### config.mk
export PLATFORM = sky130hd
export DESIGN_NAME = micro_sequencer
export DESIGN_NICKNAME = d
export VERILOG_FILES = /design/src/rtl/micro_sequencer.sv
export SDC_FILE = /design/constraint.sdc
export NUM_CORES = 1
export LEC_CHECK = 0
export BUFFER_PORTS_ARGS = -buffer_cell sky130_fd_sc_hd__buf_4
export CAP_MARGIN = 30
export CORE_AREA = 2 2 41 43
export CTS_CLUSTER_DIAMETER = 120
export DETAILED_ROUTE_END_ITERATION = 12
export DIE_AREA = 0 0 43 45
export GPL_TIMING_DRIVEN = 0
export MAX_ROUTING_LAYER = met4
export PLACE_DENSITY = 0.69
export SYNTH_ARGS = -nofsm -noshare
export SYNTH_HDL_FRONTEND = slang
export SYNTH_SLANG_ARGS = --single-unit
### constraint.sdc
create_clock -name clk -period 2.12 [get_ports clk]
set_input_delay 0.318 -clock clk [delete_from_list [all_inputs] [get_ports clk]]
set_output_delay 0.318 -clock clk [all_outputs]
set_load 0.1 [all_outputs]
### src/rtl/micro_sequencer.sv
// Microprogram sequencer: owns the micro-PC, decodes the control word into
// datapath enables and stalls on memory microinstructions. Optional trap on
// illegal opcodes is enabled by defining MSEQ_ILLEGAL_TRAP_EN.
module micro_sequencer #(
    parameter int UADDR_W     = 4,
    parameter int CW_W        = 17,
    parameter int FETCH_UADDR = 0,
    parameter int ALUWB_UADDR = 7
) (
    input  logic               clk,
    input  logic               reset,
    input  logic [CW_W-1:0]    cw,
    input  logic [6:0]         opcode,
    input  logic               zero,
    input  logic               mem_ready,
    output logic [UADDR_W-1:0] uaddr,
    output logic               pc_write,
    output logic               reg_write,
    output logic               mem_write,
    output logic               ir_write,
    output logic               adr_src,
    output logic [1:0]         result_src,
    output logic [1:0]         alu_src_a,
    output logic [1:0]         alu_src_b,
    output logic [1:0]         alu_op,
    output logic               mem_req,
    output logic               instr_done
`ifdef MSEQ_ILLEGAL_TRAP_EN
    ,
    output logic               illegal
`endif
);

    localparam logic [UADDR_W-1:0] LP_FETCH = UADDR_W'(FETCH_UADDR);
    localparam logic [UADDR_W-1:0] LP_ALUWB = UADDR_W'(ALUWB_UADDR);

    logic [UADDR_W-1:0] r_uaddr;
    logic [2:0]         w_seq;
    logic [UADDR_W-1:0] w_d1_tgt;
    logic               w_d1_hit;
    logic [UADDR_W-1:0] w_disp1;
    logic [UADDR_W-1:0] w_disp2;
    logic [UADDR_W-1:0] w_next;
    logic               w_req_raw;
    logic               w_stall;
    logic               w_freeze;
    logic               w_en_ok;

    assign w_seq = cw[2:0];

    always_comb begin
        w_d1_tgt = LP_FETCH;
        w_d1_hit = 1'b0;
        case (opcode)
            7'b0000011, 7'b0100011: begin w_d1_tgt = UADDR_W'(2);  w_d1_hit = 1'b1; end
            7'b0110011:             begin w_d1_tgt = UADDR_W'(6);  w_d1_hit = 1'b1; end
            7'b0010011:             begin w_d1_tgt = UADDR_W'(8);  w_d1_hit = 1'b1; end
            7'b1101111:             begin w_d1_tgt = UADDR_W'(9);  w_d1_hit = 1'b1; end
            7'b1100011:             begin w_d1_tgt = UADDR_W'(10); w_d1_hit = 1'b1; end
            default:                begin w_d1_tgt = LP_FETCH;     w_d1_hit = 1'b0; end
        endcase
    end

    assign w_disp1 = w_d1_hit ? w_d1_tgt : LP_FETCH;

    always_comb begin
        w_disp2 = LP_FETCH;
        case (opcode)
            7'b0000011: w_disp2 = UADDR_W'(3);
            7'b0100011: w_disp2 = UADDR_W'(5);
            default:    w_disp2 = LP_FETCH;
        endcase
    end

    always_comb begin
        w_next = LP_FETCH;
        case (w_seq)
            3'b000:  w_next = r_uaddr + UADDR_W'(1);
            3'b001:  w_next = w_disp1;
            3'b010:  w_next = w_disp2;
            3'b100:  w_next = LP_ALUWB;
            default: w_next = LP_FETCH;
        endcase
    end

    // Fetch (ir_write) and data accesses (adr_src) are the memory microinstructions.
    assign w_req_raw = cw[12] | cw[11];
    assign w_stall   = w_req_raw & ~mem_ready;

`ifdef MSEQ_ILLEGAL_TRAP_EN
    logic r_halted;
    logic w_trap;

    assign w_trap   = (w_seq == 3'b001) & ~w_d1_hit & ~r_halted;
    assign w_freeze = reset | r_halted | w_trap;
    assign illegal  = r_halted;

    always_ff @(posedge clk) begin
        if (reset) begin
            r_halted <= 1'b0;
        end else if (w_trap) begin
            r_halted <= 1'b1;
        end
    end
`else
    assign w_freeze = reset;
`endif

    assign w_en_ok = ~w_freeze & ~w_stall;

    // Write enables drop during a stall; strobes and selects keep the access stable.
    assign pc_write   = w_en_ok & (cw[15] | (cw[16] & zero));
    assign reg_write  = w_en_ok & cw[14];
    assign ir_write   = w_en_ok & cw[12];
    assign mem_write  = ~w_freeze & cw[13];
    assign mem_req    = ~w_freeze & w_req_raw;
    assign instr_done = w_en_ok & (w_next == LP_FETCH);

    assign adr_src    = cw[11];
    assign result_src = cw[10:9];
    assign alu_src_a  = cw[8:7];
    assign alu_src_b  = cw[6:5];
    assign alu_op     = cw[4:3];

    always_ff @(posedge clk) begin
        if (reset) begin
            r_uaddr <= LP_FETCH;
        end else if (w_en_ok) begin
            r_uaddr <= w_next;
        end
    end

    assign uaddr = r_uaddr;

endmodule

==> results.yml <==
synthesis:
  synthArstFlopShare_pct: 0
  syn_avg_cell_area_um2: 7.41
  ys.flop_type: "dfxtp_1"
  synth-edff-count: 0
  ys_seq_area_share_pct: 16.9
  synth_top_area_cell: "dfxtp_1"
  synth_top_area_share_pct: 16.9
  synthTopCellsByArea: "dfxtp_1 17%, buf_4 14%, nor2_1 9.5%"
  ys_warn_count: 0
  syn_inst: 64
  synthDistinctLibCells: 28
  ys_ff_latch: 4
  synth_nets: 93
  synthesis.area_um2: 474
sta:
  maxSlewViolCount: 0
  post-route-period-util_pct: 108
  tns_ns: -0.160
  layout_setup_ws_ns: -0.160
  hold_viol: 0
  holdWs_ns: 0.286
  fmaxAchievable_mhz: 439
  slew_headroom_pct: 79.0
  period_needed_ns: 2.28
  finalSetupViolations: 1
  worstMarginPinSlew_ns: 0.314
  rsz0062_at_grt: "true"
  finClkSkew_ns: 0.00943
global_routing:
  grt_max_degree: 9
  grt_first_pass_wirelength_mm: 2.26
  grt.overflow.total: 0
  grt_pass1_vias: 590
  globalRouteTotalUtil_pct: 15.9
  antenna_found_initial: 0
outcome:
  status: "finished, violations left"
  violations: "negative setup slack"
layout:
  largest_reg_flops: 4
  multi_input_area_um2: 342
  drive_above_1_share_pct: 56.1
  diodes: 0
  nets: 138
  fill_cells: 136
  fin_util_pct: 58.8
  seqCellArea_um2: 82.6
  syn_to_final_growth_pct: 82.6
worst_setup_path:
  crit_type: "in -> out"
  critical_path.max_fanout: 3
  cp.arrival_ns: 1.96
  ff2ff_path_depth: 5
  rr_endpoint: "uaddr[1]"
  cp-end-kind: "primary output"
  ff2ff_setup_slack_ns: 0.83
  cp.required_ns: 1.80
  r2r_start: "uaddr[0]"
  start_kind: "input port"
routing:
  wl_per_cell_um: 11.6
  drc_errors: 0
  viasPerCell: 5.01
  drt_iter0_drc: 7
  routed_wl_mm: 1.42
  first_pass_iters: 4
  ant_nets: 0
  via_count: 616
place:
  dpl.hpwl_mm: 1.16
  dp_worst_setup_slack_ns: -0.327
  io_buffers: 38
  gp_congestion: 0.822
clock_tree:
  cts_sinks: 4
  cts_tree: "built"
  cts_buffers: 3
  root_buffer: "clkbuf_4"
  insertion_delay_ns: 0.25
  cts.clk_slew.worst_paths_ns: 0.04
  ctsHoldBuffers: 0
  cts_buffer_depth: 2
  htree_levels: 1
hold_path:
  holdPathEnd: "uaddr[3]"
  hp-start: "reset"
  min_path_cells: 2
  worst_hold_path_type: "in -> reg"
floorplanning:
  coreArea_um2: 1470
  die_y_um: 45
  chipWidth_um: 43
  start_util_pct: 32.2
  rows: 14
  io_pins: 47
  die-area_um2: 1940
pwr:
  powerDensity_nw_per_um2: 549
  leakage_nw: 0.425
  ir_drop_v: 0.000332
flow_run:
  cap_violations: 0
## repair_timing
action,CTS,global route
endpoints found under the setup margin,1,1
buffers inserted,2,0
gates resized for setup,6,2
pin swaps,3,1
## critical path, stage by stage
cell and delay [ns]:
buf_8 0.10, nand4bb_4 0.21, or3_4 0.34, or4b_4 0.50, nand4_1 0.08, and4b_2 0.25, buf_12 0.17
## kinds of logic (layout without fill, tap and decap cells)
logic type | after synthesis | after routing | share of synthesized area (%)
and+or+nand+nor | 31 | 31 | 36.9
AOI/OAI and AO/OA | 12 | 12 | 19.3
buffers and inverters | 12 | 55 | 16.6
DFF | 4 | 4 | 16.9
xor gates and xnor gates | 3 | 3 | 5.54
adders and majority gates | 2 | 2 | 4.75
## per-stage QoR
step	instance area (um^2)	std cells	total power, mW
finish	866	123	0.475
floorplan	478	64	0.293
global route	866	123	0.490
detailed placement	783	118	0.368
CTS	858	123	0.477
global placement	783	118	0.365
## synthesized netlist by cell type (all sizes together), types with 2 or more instances
cell and number:
a21oi 2, a311oi 2, buf 9, dfxtp 4, inv 3, nand2 2
nand2b 3, nand3b 2, nand4 2, nor2 12, nor3 3, o211a 2
o21ai 3, xor2 2
## placed cells by master (no fill, tap or decap)
cell	Yosys	final
a21oi_1	2	2
a311oi_1	2	2
and4b_2	0	1
buf_12	0	1
buf_4	9	47
buf_8	0	1
clkbuf_4	0	3
dfxtp_1	4	2
dfxtp_2	0	2
ha_1	1	1
inv_1	3	3
maj3_1	1	1
nand2_1	2	2
nand2b_1	3	3
nand3_1	1	1
nand3b_1	2	2
nand4_1	2	2
nand4bb_4	0	1
nor2_1	12	12
nor2b_1	1	1
nor3_1	3	3
nor4b_1	1	1
o211a_1	2	2
o21ai_0	2	2
o21ai_1	1	1
o21bai_2	0	1
o31a_2	1	1
o41a_1	1	1
or3_4	0	1
or4b_4	1	1
xnor2_1	1	1
xor2_1	2	2
## metal layers
metal	wire length (um)	share of wire (%)	GRT usage, %
met1	496	35	14.6
met4	25	1.8	7.27
met3	207	15	4.00
met2	694	49	30.9
met5	0	0	-
## power breakdown
part / switching, mW / total [mW] / internal, mW
sequential: 0.00657 / 0.0884 / 0.0818
clock: 0.0349 / 0.0984 / 0.0635
combinational: 0.200 / 0.288 / 0.0880
## how the worst max path moves through the flow
| stage | cells past startpoint | to | startpoint |
|---|---|---|---|
| 2_1_floorplan | 3 | pc_write | cw[11] |
| 3_3_place_gp | 7 | instr_done | opcode[3] |
| 3_5_place_dp | 7 | instr_done | opcode[3] |
| 4_1_cts | 7 | instr_done | opcode[2] |
| 5_1_grt | 7 | instr_done | opcode[2] |
| 6_report | 7 | instr_done | opcode[2] |
## final cells by class
class	count	area share [%]
multi-input cells	48	39.5
repair buffers	40	37.0
flip-flops and latches	4	9.54
plain buffers	9	7.80
clock buffers	3	2.60
well taps	16	2.31
inverters	3	1.30
Note: power is estimated with default switching activity, not from simulation.
